## config.mk

```make
export PLATFORM = sky130hd
export DESIGN_NAME = instr_loader
export DESIGN_NICKNAME = d
export VERILOG_FILES = /design/src/rtl/instr_loader_pkg.sv /design/src/rtl/instr_loader_byte_assembler.sv /design/src/rtl/instr_loader.sv
export SDC_FILE = /design/constraint.sdc
export NUM_CORES = 1
export LEC_CHECK = 0
export ABC_AREA = 1
export CAP_MARGIN = 10
export CORE_ASPECT_RATIO = 1.75
export CORE_MARGIN = 4
export CORE_UTILIZATION = 40
export CTS_CLUSTER_DIAMETER = 80
export CTS_CLUSTER_SIZE = 8
export DETAILED_ROUTE_END_ITERATION = 7
export SKIP_LAST_GASP = 1
export SYNTH_ARGS = -nofsm -noshare
export SYNTH_HDL_FRONTEND = slang
export SYNTH_SLANG_ARGS = --single-unit
```

## constraint.sdc

```tcl
create_clock -name clk -period 3.1 [get_ports clk]
set_input_delay 0.62 -clock clk [delete_from_list [all_inputs] [get_ports clk]]
set_output_delay 0.62 -clock clk [all_outputs]
set_load 0.02 [all_outputs]
```

## src/rtl/instr_loader_pkg.sv

```systemverilog
// Shared definitions for the instruction boot loader.
//   state_t      : loader session states
//   HDR_BYTES    : bytes per header word / per instruction word
//   BYTE_W       : bits per stream byte
//   LANE_FIRST/LANE_LAST : byte-lane indices within a 32-bit word
//   insert_byte  : place one byte into a word at a given lane (little-endian)
package instr_loader_pkg;

  typedef enum logic [2:0] {
    ST_IDLE,
    ST_HDR,
    ST_DATA,
    ST_DONE,
    ST_ERR
  } state_t;

  localparam int unsigned HDR_BYTES  = 4;
  localparam int unsigned BYTE_W     = 8;
  localparam logic [1:0]  LANE_FIRST = 2'd0;
  localparam logic [1:0]  LANE_LAST  = 2'(HDR_BYTES - 1);

  function automatic logic [31:0] insert_byte(input logic [31:0] word,
                                              input logic [1:0]  lane,
                                              input logic [7:0]  b);
    logic [31:0] r;
    r = word;
    r[lane*BYTE_W +: BYTE_W] = b;
    return r;
  endfunction

endpackage

```

## src/rtl/instr_loader_byte_assembler.sv

```systemverilog
// Four-byte little-endian word assembler, shared by header and data phases.
//   i_clk, i_reset : clock, synchronous active-high reset
//   i_clear        : restart assembly at lane 0
//   i_byte         : incoming byte
//   i_accept       : i_byte is consumed this cycle
//   o_word         : word including the byte being accepted this cycle
//   o_last         : this cycle's accepted byte completes a word
module byte_assembler
  import instr_loader_pkg::*;
(
  input  logic        i_clk,
  input  logic        i_reset,
  input  logic        i_clear,
  input  logic [7:0]  i_byte,
  input  logic        i_accept,
  output logic [31:0] o_word,
  output logic        o_last
);

  logic [31:0] r_word;
  logic [1:0]  r_lane;
  logic [31:0] w_next;

  always_comb begin
    w_next = insert_byte(r_word, r_lane, i_byte);
  end

  assign o_word = w_next;
  assign o_last = i_accept && (r_lane == LANE_LAST);

  // Lane counter is 2 bits so it wraps 3 -> 0 on its own.
  always_ff @(posedge i_clk) begin
    if (i_reset || i_clear) begin
      r_word <= '0;
      r_lane <= LANE_FIRST;
    end else if (i_accept) begin
      r_word <= w_next;
      r_lane <= r_lane + 2'd1;
    end
  end

endmodule

```

## src/rtl/instr_loader.sv

```systemverilog
// Boot-stream instruction loader: reads a 4-byte little-endian word count N,
// then N little-endian instruction words, and writes each to instruction
// memory while holding the core in reset.
//   clk, reset      : clock, synchronous active-high reset
//   start           : one-cycle pulse, begins a session (IDLE/DONE/ERR only)
//   in_byte/in_valid/in_ready : byte stream handshake
//   wr_en/wr_addr/wr_data     : instruction memory write port
//   core_hold       : core held in reset (HDR, DATA, ERR)
//   done, error     : session completed / header count too large
module instr_loader
  import instr_loader_pkg::*;
#(
  parameter int DATA_WIDTH = 32,
  parameter int ADDR_WIDTH = 32,
  parameter int MEM_SIZE   = 512
) (
  input  logic                  clk,
  input  logic                  reset,
  input  logic                  start,
  input  logic [7:0]            in_byte,
  input  logic                  in_valid,
  output logic                  in_ready,
  output logic                  wr_en,
  output logic [ADDR_WIDTH-1:0] wr_addr,
  output logic [DATA_WIDTH-1:0] wr_data,
  output logic                  core_hold,
  output logic                  done,
  output logic                  error
);

  localparam int unsigned IDX_W = $clog2(MEM_SIZE) + 1;

  state_t                r_state;
  logic [31:0]           r_count;
  logic [IDX_W-1:0]      r_idx;
  logic                  r_wr_en;
  logic [ADDR_WIDTH-1:0] r_wr_addr;
  logic [DATA_WIDTH-1:0] r_wr_data;

  logic        w_accept;
  logic        w_start_ok;
  logic        w_last;
  logic [31:0] w_word;

  // The write cycle doubles as a one-cycle bubble on the byte stream.
  assign in_ready   = ((r_state == ST_HDR) || (r_state == ST_DATA)) && !r_wr_en;
  assign w_accept   = in_valid && in_ready;
  assign w_start_ok = start && ((r_state == ST_IDLE) || (r_state == ST_DONE) ||
                                (r_state == ST_ERR));

  byte_assembler u_asm (
    .i_clk    (clk),
    .i_reset  (reset),
    .i_clear  (w_start_ok),
    .i_byte   (in_byte),
    .i_accept (w_accept),
    .o_word   (w_word),
    .o_last   (w_last)
  );

  always_ff @(posedge clk) begin
    if (reset) begin
      r_state   <= ST_IDLE;
      r_count   <= '0;
      r_idx     <= '0;
      r_wr_en   <= 1'b0;
      r_wr_addr <= '0;
      r_wr_data <= '0;
    end else begin
      r_wr_en <= 1'b0;
      case (r_state)
        ST_IDLE, ST_DONE, ST_ERR: begin
          if (start) begin
            r_state <= ST_HDR;
            r_count <= '0;
            r_idx   <= '0;
          end
        end
        ST_HDR: begin
          if (w_last) begin
            r_count <= w_word;
            if (w_word == '0)
              r_state <= ST_DONE;
            else if (w_word > 32'(MEM_SIZE))
              r_state <= ST_ERR;
            else
              r_state <= ST_DATA;
          end
        end
        ST_DATA: begin
          if (w_last) begin
            r_wr_en   <= 1'b1;
            r_wr_addr <= ADDR_WIDTH'({r_idx, 2'b00});
            r_wr_data <= DATA_WIDTH'(w_word);
            r_idx     <= r_idx + 1'b1;
            // Leaving DATA on the same edge that raises wr_en makes done
            // visible together with the final write.
            if (32'(r_idx) == r_count - 32'd1)
              r_state <= ST_DONE;
          end
        end
        default: r_state <= ST_IDLE;
      endcase
    end
  end

  assign wr_en     = r_wr_en;
  assign wr_addr   = r_wr_addr;
  assign wr_data   = r_wr_data;
  assign core_hold = (r_state == ST_HDR) || (r_state == ST_DATA) || (r_state == ST_ERR);
  assign done      = (r_state == ST_DONE);
  assign error     = (r_state == ST_ERR);

endmodule

```

==> results of run 1 <==
[flip-flops by register name, indices dropped and copies added (netlist names)]
name / flops
r_count: 32
r_idx: 10
wr_en: 1
u_asm.r_word: 32
wr_addr: 10
r_state: 3
u_asm.r_lane: 2
wr_data: 32
[cells in the mapped netlist (all sizes together) (11+ instances only)]
cell type / instances / share of area
nand4: 25 / 0.027
a21oi: 63 / 0.050
buf: 42 / 0.040
nand2: 148 / 0.093
xor2: 11 / 0.015
o21ai: 59 / 0.045
clkbuf: 22 / 0.013
o22ai: 23 / 0.022
nor2: 209 / 0.14
a211oi: 41 / 0.047
inv: 102 / 0.058
dfxtp: 122 / 0.37
nand3: 32 / 0.032
[cell families after synthesis]
group	after synthesis	synth area share
AND/OR/NAND/NOR	429	0.308
AO/OA/AOI/OAI	196	0.174
buffers and inverters	169	0.113
flip-flops	122	0.370
XOR/XNOR	15	0.0199
adder cells (fa/ha/maj)	7	0.0133
other	1	0.000569
[final cells by class]
class                   count  area, um2
repair buffers             91        853
flip-flops and latches    122       2440
clock buffers              20        457
clock inverters            12        139
inverters                 105        394
fillers                  1640       8010
well taps                 189        236
multi-input cells         669       3500
[metal layers]
layer | global-route usage | share of wire | vias up
met5 | 0 | 0 | -
met4 | 0.137 | 0.056 | 0
met3 | 0.0317 | 0.034 | 66
met2 | 0.417 | 0.53 | 158
met1 | 0.237 | 0.37 | 2833
li1 | - | - | 3168
[report_power, final]
group	total [uW]	switching [uW]	internal, uW
clock network	2010	773	1240
registers	1990	195	1790
logic	4330	2890	1430
total	8320	3860	4460
[through the flow]
step | cell area (um2) | hold WS (ns) | worst slack, ns
after detailed placement | 7420 | 0.453 | 0.283
final | 8020 | 0.462 | 0.246
after CTS | 8010 | 0.464 | 0.262
after floorplan | 6670 | 0.436 | 1.01
after global routing | 8020 | 0.484 | 0.0647
after global placement | 7420 | 0.447 | 0.286
[tightest hold or removal path, stage by stage, from the launching register on]
cell and delay (ns):
dfxtp_1 0.30, inv_1 0.06, a211oi_1 0.06
[what timing repair did]
action | in CTS | in global routing
buffers inserted | 0 | 0
endpoints found under the setup margin | 0 | 2
resized for setup | 0 | 1
[worst max-delay path by stage]
stage | cells past startpoint | slack, ns | endpoint
after floorplan | 14 | 1.01 | r_state[0]
after global placement | 13 | 0.29 | r_state[0]
after detailed placement | 13 | 0.28 | r_state[0]
after CTS | 13 | 0.26 | r_state[0]
after global routing | 13 | 0.06 | r_state[2]
final | 12 | 0.25 | r_state[0]
==> summary.txt, run 1 <==
Synth
  • Post-synth top flop: dfxtp_1
  • Cells after synthesis: approximately 940
  • Yosys warns: 0
  • Average cell area after synthesis: between 7 and 8 um2
  • Synth cell types: 40
  • Number of synthesized flops with an enable pin: 0
  • Synth Register Bits: 122
  • Asr flop ratio synth: 0
  • Sequential area share after synthesis: 0.370
  • Cell area after synthesis: between 6000 and 7000 um2

Timing
  • Tmin final: 2.85 ns
  • Worst Max-Slew Pin Slew: between 0.6 and 0.7 ns
  • Clock Skew: 0.0127 ns
  • Final critical-path share of the clock period: 0.920
  • TNS Setup: 0 ns
  • Final Hold Viols: 0
  • Fin. max-slew vios: 0
  • Fmax: 350 MHz
  • Final setup fails: 0
  • Relative slew slack: 0.585
  • RSZ-0062 raised after global routing: false

Power
  • Max VDD drop: roughly 0.00047 V
  • Pwr Total: 8320 uW
  • PD cells: 1040 nW/um2
  • P_leak: 0.00353 uW

Cells and area
  • Most frequent cells in the layout: nor2_1 (183), nand2_1 (133), dfxtp_1 (122), inv_1 (93), a21oi_1 (62)
  • P&R area growth vs syn: 21.7%
  • Inserted Diodes: 0
  • Fraction of layout cells with a size suffix above 1: 0.125
  • Most common cell after layout, fill and taps aside: nor2_1
  • Non-Filler Instances: 1208
  • Post-layout util: 0.500
  • Final #Nets: 1025

Setup path
  • Crit end category: flop
  • Crit-path cells: inv_2, ha_1, nor3_2, a22oi_1, inv_1, nor3_1, nand2_1, nor2_1, nand3_1, nand2_1, a21oi_1, nor2_1
  • Buf/Inv on CP: 2
  • Slowest stage delay, CP: 0.59 ns
  • R2R Path End: r_state[0]
  • Worst EP required: 3.41 ns
  • Kind of critical path: reg -> reg
  • Reg2reg start: u_asm.r_lane[0]
  • Worst Path Arrival: 3.16 ns
  • Critical path peak fanout: 12
  • Path depth of the worst reg2reg path: 12
  • Reg2reg setup slack: 0.25 ns
  • CP max-delay cell: dfxtp_1
  • Worst setup path startpoint: u_asm.r_lane[0]
  • Crit-path leading delay family: simple AND/OR/NAND/NOR gates
  • Startpoint Class: flop

Outcome
  • Outcome: completed

Die
  • Die width: about 110 um
  • Die Y: 178 um
  • Row count: 61
  • Starting Density: 0.411
  • Die ar.: 18700 um2
  • I/O pins: 81
  • Core Box Area: around 16000 um2

Placed design
  • Hpwl dp: roughly 16 mm
  • Inst Count DP: 1176
  • RePlAce Congestion: 0.957
  • Buffers on Ports: 58

Clock network
  • Num CTS Buffers: 17
  • CTS tree: built
  • H-tree depth: 4
  • Clock Sinks: 122
  • Root Buffer: clkbuf_16
  • CTS max path bufs: 2
  • CTS Hold Buffers Added: 0
  • Worst-path clk slew: approximately 0.06 ns
  • Clock Latency Late Sink: about 0.42 ns

Route
  • Drt first pass iters: 5
  • WL final: 20.6 mm
  • Post-DRT Antenna Nets: 0
  • Starting DRT DRC Count: 311
  • Via/cell ratio: 5.15
  • DR vias: 6225
  • DR DRC count: 0
  • DR WL/cell: between 15 and 20 um

Global routing
  • Antenna violations before repair: 0
  • Largest net degree at the start of global routing: roughly 50
  • Total gr overflow: 0
  • Global-route wire length before repair: 32.5 mm
  • GRT Total Usage: 0.225
  • Vias in the first global route: between 6000 and 7000

Run
  • Max Cap Violations: 0

Hold path
  • Tightest Hold Check Type: reg -> reg
  • Hold Crit Depth: 2
  • Hold path start: u_asm.r_word[7]
  • Hold path endpoint: u_asm.r_word[7]
No activity file was read; power rests on OpenSTA's default activity.
==> run 2, diff against run 1 <==
--- a/config.mk
+++ b/config.mk
@@ -10,10 +10,12 @@
 export CORE_ASPECT_RATIO = 1.75
 export CORE_MARGIN = 4
 export CORE_UTILIZATION = 40
+export CTS_BUF_LIST = sky130_fd_sc_hd__clkbuf_8
 export CTS_CLUSTER_DIAMETER = 80
 export CTS_CLUSTER_SIZE = 8
 export DETAILED_ROUTE_END_ITERATION = 7
 export SKIP_LAST_GASP = 1
+export SLEW_MARGIN = 20
 export SYNTH_ARGS = -nofsm -noshare
 export SYNTH_HDL_FRONTEND = slang
 export SYNTH_SLANG_ARGS = --single-unit
==> summary.txt, run 2 (same netlist as run 1, synthesis figures left out) <==
Timing
  • Fmax: 349 MHz (-0.38%)
  • Final setup fails: 0 (unchanged)
  • Fin. max-slew vios: 0 (unchanged)
  • RSZ-0062 raised after global routing: false
  • Relative slew slack: 0.547 (-0.0372)
  • Final Hold Viols: 0 (unchanged)
  • Worst Max-Slew Pin Slew: 0.672 ns (+0.0553 ns)
  • TNS Setup: 0 ns (unchanged)
  • Clock Skew: 0.0182 ns (+0.00552 ns)
  • Final critical-path share of the clock period: 0.924 (+0.00354)
  • Tmin final: 2.86 ns (+0.0110 ns)

Setup path
  • Reg2reg setup slack: 0.24 ns (about the same)
  • Crit-path leading delay family: simple AND/OR/NAND/NOR gates
  • Critical path peak fanout: 12 (unchanged)
  • Buf/Inv on CP: 2 (unchanged)
  • CP max-delay cell: dfxtp_1
  • Crit-path cells: inv_2, ha_1, nor3_2, a22oi_1, inv_1, nor3_1, nand2_1, nor2_1, nand3_1, nand2_1, a21oi_1, nor2_1
  • Kind of critical path: reg -> reg
  • Slowest stage delay, CP: 0.60 ns (about the same)
  • Crit end category: flop
  • Worst Path Arrival: 3.20 ns (+0.04 ns)
  • Startpoint Class: flop
  • Worst EP required: 3.43 ns (+0.02 ns)

Clock network
  • CTS Hold Buffers Added: 0 (unchanged)
  • Post-cts sizing count: 0 (unchanged)
  • Clock Sinks: 122 (unchanged)
  • CTS max path bufs: 2 (unchanged)
  • Post-CTS Setup Inserts: 0 (unchanged)
  • CTS tree: built
  • Worst-path clk slew: 0.08 ns (+0.02 ns)
  • Clock Latency Late Sink: 0.44 ns (+0.02 ns)
  • Num CTS Buffers: 17 (unchanged)
  • H-tree depth: 4 (unchanged)
  • Root Buffer: clkbuf_8

Die
  • Row count: 61 (unchanged)
  • I/O pins: 81 (unchanged)
  • Die ar.: 18700 um2 (unchanged)
  • Die width: 105 um (unchanged)
  • Core Box Area: 16000 um2 (unchanged)
  • Starting Density: 0.411 (unchanged)
  • Die Y: 178 um (unchanged)

Global routing
  • Vias in the first global route: 6063 (-0.80%)
  • Global-route wire length before repair: 32.4 mm (-0.34%)
  • M1 GR Usage: 0.237 (-0.000452)
  • Largest net degree at the start of global routing: 49 (unchanged)
  • GR Layer Usage met3: 0.0324 (+0.000728)
  • Total gr overflow: 0 (unchanged)
  • Routing usage on met2: 0.408 (-0.00857)
  • Layer with the highest usage: met2
  • GRT Total Usage: 0.223 (-0.00130)
  • Antenna violations before repair: 0 (unchanged)

Power
  • Max VDD drop: 0.000450 V (-3.8%)
  • Pwr Total: 7770 uW (-6.6%)
  • P_leak: 0.00345 uW (-2.4%)
  • PD cells: 992 nW/um2 (-4.4%)

Cells and area
  • Number of fillers in the final layout: 1664 (+1.5%)
  • Multi-input gate area: 3500 um2 (unchanged)
  • Final #Nets: 1025 (unchanged)
  • Most frequent cells in the layout: nor2_1 (183), nand2_1 (133), dfxtp_1 (122), inv_1 (94), a21oi_1 (62)
  • Non-Filler Instances: 1208 (unchanged)
  • Fraction of layout cells with a size suffix above 1: 0.125 (unchanged)
  • Inserted Diodes: 0 (unchanged)
  • P&R area growth vs syn: 18.8%
  • Storage element area: 2440 um2 (unchanged)
  • Most common cell after layout, fill and taps aside: nor2_1

Run
  • Max Cap Violations: 0 (unchanged)

Placed design
  • Hpwl dp: 16.1 mm (unchanged)
  • Buffers on Ports: 58 (unchanged)
  • Inst Count DP: 1176 (unchanged)
  • RePlAce Congestion: 0.957 (unchanged)

Route
  • WL final: 20.5 mm (-0.62%)
  • Drt first pass iters: 5 (unchanged)
  • DR DRC count: 0 (unchanged)
  • Via/cell ratio: 5.15 (about the same)
  • DR vias: 6221 (-0.064%)
  • Starting DRT DRC Count: 339 (+9.0%)
  • Post-DRT Antenna Nets: 0 (unchanged)
  • DR WL/cell: 17.0 um (-0.62%)

Outcome
  • Outcome: completed

Hold path
  • Tightest Hold Check Type: reg -> reg
## run 2: changes by cell type in the layout (fill, tap and decap cells not counted), sizes merged
cell    before  now
clkbuf      20   19
inv        106  107
## run 2: layer usage
metal  up-vias  wire length, um
met5         -                0
met4         0             1260
met3        67              705
met2       157            10900
met1      2823             7640
li1       3174                -
## run 2: worst paths after layout
kind	startpoint	to	depth (start not counted)
worst max-delay path	u_asm.r_lane[0]	r_state[0]	12
worst min register to register	u_asm.r_word[7]	u_asm.r_word[7]	2
worst min-delay path	u_asm.r_word[7]	u_asm.r_word[7]	2
worst max register to register	u_asm.r_lane[0]	r_state[0]	12
## run 2: power by group
group,switching (uW),internal [uW],total [uW]
Combinational,2880,1430,4310
Sequential,195,1790,1980
Clock,704,765,1470
Total,3780,3990,7770
## run 2: layout make-up
cell class,count,share of cell area
Multi-Input combinational cell,669,0.447
Sequential cell,122,0.312
Timing Repair Buffer,91,0.109
Inverter,105,0.0503
Clock buffer,19,0.0334
Tap cell,189,0.0302
Clock inverter,13,0.0182
## run 2: tightest hold or removal path: cells and delay by family (launching register included)
| family | cells | cell delay [ns] |
|---|---|---|
| compound gates | 1 | 0.06 |
| flops | 1 | 0.31 |
| buf+inv | 1 | 0.06 |
## run 2: stage by stage
step / hold WS [ns] / util / instance area (um2) / setup slack, ns
2_1_floorplan: 0.436 / - / 6670 / 1.01
3_3_place_gp: 0.447 / 0.463 / 7420 / 0.286
3_5_place_dp: 0.453 / 0.463 / 7420 / 0.283
4_1_cts: 0.467 / 0.488 / 7820 / 0.257
5_1_grt: 0.487 / 0.488 / 7830 / 0.0663
6_report: 0.468 / 0.488 / 7830 / 0.235
==> run 3, diff against run 2 <==
--- a/config.mk
+++ b/config.mk
@@ -9,13 +9,15 @@
 export CAP_MARGIN = 10
 export CORE_ASPECT_RATIO = 1.75
 export CORE_MARGIN = 4
-export CORE_UTILIZATION = 40
+export CORE_UTILIZATION = 50
 export CTS_BUF_LIST = sky130_fd_sc_hd__clkbuf_8
 export CTS_CLUSTER_DIAMETER = 80
 export CTS_CLUSTER_SIZE = 8
 export DETAILED_ROUTE_END_ITERATION = 7
+export PLACE_DENSITY = 0.72
 export SKIP_LAST_GASP = 1
 export SLEW_MARGIN = 20
 export SYNTH_ARGS = -nofsm -noshare
 export SYNTH_HDL_FRONTEND = slang
+export SYNTH_HIERARCHICAL = 1
 export SYNTH_SLANG_ARGS = --single-unit
==> summary.txt, run 3 <==
Setup path
  • Path depth of the worst reg2reg path: 24 (+12)
  • Kind of critical path: reg -> out
  • Reg2reg start: r_state[1]
  • Worst EP required: 2.48 ns (-0.95 ns)
  • Startpoint Class: flop
  • Crit end category: primary output
  • Worst Path Arrival: 2.22 ns (-0.98 ns)
  • Critical path peak fanout: 5 (-7)
  • R2R Path End: r_state[2]
  • Reg2reg setup slack: 0.27 ns (+0.03 ns)

Clock network
  • CTS max path bufs: 2 (unchanged)
  • CTS tree: built
  • Clock Sinks: 122 (unchanged)
  • H-tree depth: 4 (unchanged)
  • Worst-path clk slew: 0.07 ns (about the same)
  • Num CTS Buffers: 17 (unchanged)
  • Root Buffer: clkbuf_8
  • Clock Latency Late Sink: 0.44 ns (about the same)
  • Post-CTS Setup Inserts: 0 (unchanged)

Placed design
  • Inst Count DP: 1267 (+7.7%)
  • RePlAce Congestion: 0.949 (-0.88%)
  • Hpwl dp: 14.5 mm (-10%)
  • Buffers on Ports: 58 (unchanged)
  • Dpl cell area: 7600 um2 (+2.4%)

Synth
  • Most frequent cells after synthesis: nand2_1 (223), nor2_1 (213), dfxtp_1 (122)
  • Yosys warns: 6 (+6)
  • Top cell type by total area after synthesis: dfxtp_1
  • Number of synthesized flops with an enable pin: 0 (unchanged)
  • Synth Register Bits: 122 (unchanged)
  • Cell area after synthesis: 6950 um2 (+5.4%)
  • Synth area leaders: dfxtp_1 (35%), nand2_1 (12%), nor2_1 (12%)
  • Sequential area share after synthesis: 0.352 (-0.0189)
  • Post-synth top flop: dfxtp_1
  • Synth cell types: 40 (unchanged)
  • Asr flop ratio synth: 0 (unchanged)
  • Average cell area after synthesis: 6.57 um2 (-6.4%)
  • Share of the synthesized area in the top cell type: 0.352 (-0.0189)
  • Cells after synthesis: 1057 (+13%)
  • Most common cell in the netlist: nand2_1

Die
  • I/O pins: 81 (unchanged)
  • Core Box Area: 13500 um2 (-16%)
  • Row count: 56 (-8.2%)
  • Die Y: 164 um (-7.8%)
  • Starting Density: 0.514 (+0.102)
  • Die ar.: 15900 um2 (-15%)
  • Die width: 97.1 um (-7.6%)

Timing
  • Fin. max-slew vios: 0 (unchanged)
  • Final Hold Viols: 0 (unchanged)
  • Relative slew slack: 0.401 (-0.147)
  • Tmin final: 2.84 ns (-0.0266 ns)
  • Final critical-path share of the clock period: 0.915 (-0.00859)
  • Final setup fails: 0 (unchanged)
  • Worst Max-Slew Pin Slew: 0.898 ns (+0.226 ns)
  • Fmax: 352 MHz (+0.94%)
  • TNS Setup: 0 ns (unchanged)
  • RSZ-0062 raised after global routing: false
  • Clock Skew: 0.0121 ns (-0.00614 ns)

Route
  • Starting DRT DRC Count: 302 (-11%)
  • DR DRC count: 0 (unchanged)
  • DR WL/cell: 14.6 um (-14%)
  • Drt first pass iters: 5 (unchanged)
  • WL final: 19.0 mm (-7.4%)
  • Via/cell ratio: 5.24 (+1.7%)
  • Post-DRT Antenna Nets: 0 (unchanged)
  • DR vias: 6805 (+9.4%)

Global routing
  • Vias in the first global route: 6137 (+1.2%)
  • GRT Total Usage: 0.237 (+0.0133)
  • Global-route wire length before repair: 30.3 mm (-6.4%)
  • Total gr overflow: 0 (unchanged)
  • Largest net degree at the start of global routing: 61 (+24%)
  • Antenna violations before repair: 0 (unchanged)

Cells and area
  • Most common cell after layout, fill and taps aside: nand2_1
  • Inserted Diodes: 0 (unchanged)
  • P&R area growth vs syn: 15.6%
  • Non-Filler Instances: 1299 (+7.5%)
  • Most frequent cells in the layout: nand2_1 (223), nor2_1 (211), dfxtp_1 (122), inv_1 (112), nand3_1 (75)
  • Finished Cell Area: 8030 um2 (+2.6%)
  • Final #Nets: 1131 (+10%)
  • Fraction of layout cells with a size suffix above 1: 0.107 (-0.0180)

Hold path
  • Hold path start: u_asm/r_word[28]
  • Tightest Hold Check Type: reg -> reg
  • Hold Crit Depth: 2 (unchanged)
  • Hold path endpoint: u_asm/r_word[28]

Run
  • Max Cap Violations: 0 (unchanged)

Outcome
  • Outcome: completed

Power
  • Pwr Total: 7790 uW (+0.24%)
  • P_leak: 0.00369 uW (+7.1%)
  • Max VDD drop: 0.000577 V (+28%)
  • PD cells: 970 nW/um2 (-2.3%)
## run 3: cell count changes in the layout (fill, tap and decap cells not counted), sizes merged, moves of 7 or more
| cell | delta |
|---|---|
| nand4 | -9 |
| inv | +18 |
| nor2 | +23 |
| o22ai | -22 |
| buf | -13 |
| nand3 | +46 |
| xor2 | -7 |
| o2bb2ai | +7 |
| a211oi | -14 |
| a22oi | -9 |
| nand2 | +81 |
## run 3: where the power goes
group / internal, uW / switching [uW]
clock: 835 / 703
sequential: 1820 / 226
combinational: 1330 / 2880
## run 3: metrics by stage
step                utilization  hold WS (ns)  setup slack (ns)
finish                    0.594         0.467             0.262
detailed placement        0.562         0.454             0.213
global placement          0.562         0.452             0.227
CTS                       0.594         0.466             0.235
floorplan                     -         0.445             0.479
global route              0.594         0.484            0.0577
## run 3: worst max-delay path by stage
stage                 end  depth (start not counted)             from
2_1_floorplan    r_idx[9]                         21       r_state[1]
3_3_place_gp   r_state[0]                         19         in_valid
3_5_place_dp   r_state[0]                         19         in_valid
4_1_cts        r_state[2]                         14  u_asm/r_lane[0]
5_1_grt        r_state[0]                         24       r_state[1]
6_report        core_hold                          8       r_state[1]
## run 3: per-layer routing
layer | GRT usage | wire length [um] | up-vias
li1 | - | - | 3448
met1 | 0.249 | 7320 | 3100
met2 | 0.442 | 10000 | 187
met3 | 0.0387 | 740 | 70
met4 | 0.134 | 933 | 0
met5 | 0 | 0 | -
## run 3: worst max-delay path: stages (launching register included)
cell             delay [ns]
dfxtp_1                0.41
inv_1                  0.11
nor3_2                 0.12
buf_4                  0.17
inv_1                  0.06
nand2_1                0.05
inv_1                  0.11
o21ai_0                0.12
clkdlybuf4s50_1        0.64
## run 3: cell families (layout without fill, tap and decap cells)
| family | Yosys count | count (layout) | share of synthesized area |
|---|---|---|---|
| xor gates and xnor gates | 9 | 9 | 0.0113 |
| and+or+nand+nor | 579 | 579 | 0.360 |
| adders and majority gates | 7 | 7 | 0.0126 |
| AOI/OAI and AO/OA | 153 | 153 | 0.143 |
| DFF | 122 | 122 | 0.352 |
| other | 1 | 22 | 0.000540 |
| buffers and inverters | 186 | 233 | 0.121 |
## run 3: final cells by class
type                            count  area (um2)
Clock inverter                     14         184
Timing Repair Buffer               77         718
Multi-Input combinational cell    770        3760
Fill cell                        1325        5490
Tap cell                          174         218
Clock buffer                       18         248
Inverter                          124         465
Sequential cell                   122        2440
## run 3: repair_timing
item                                    CTS  global route
endpoints found under the setup margin    0             1
resized for setup                         0             1
hold buffers                              0             0
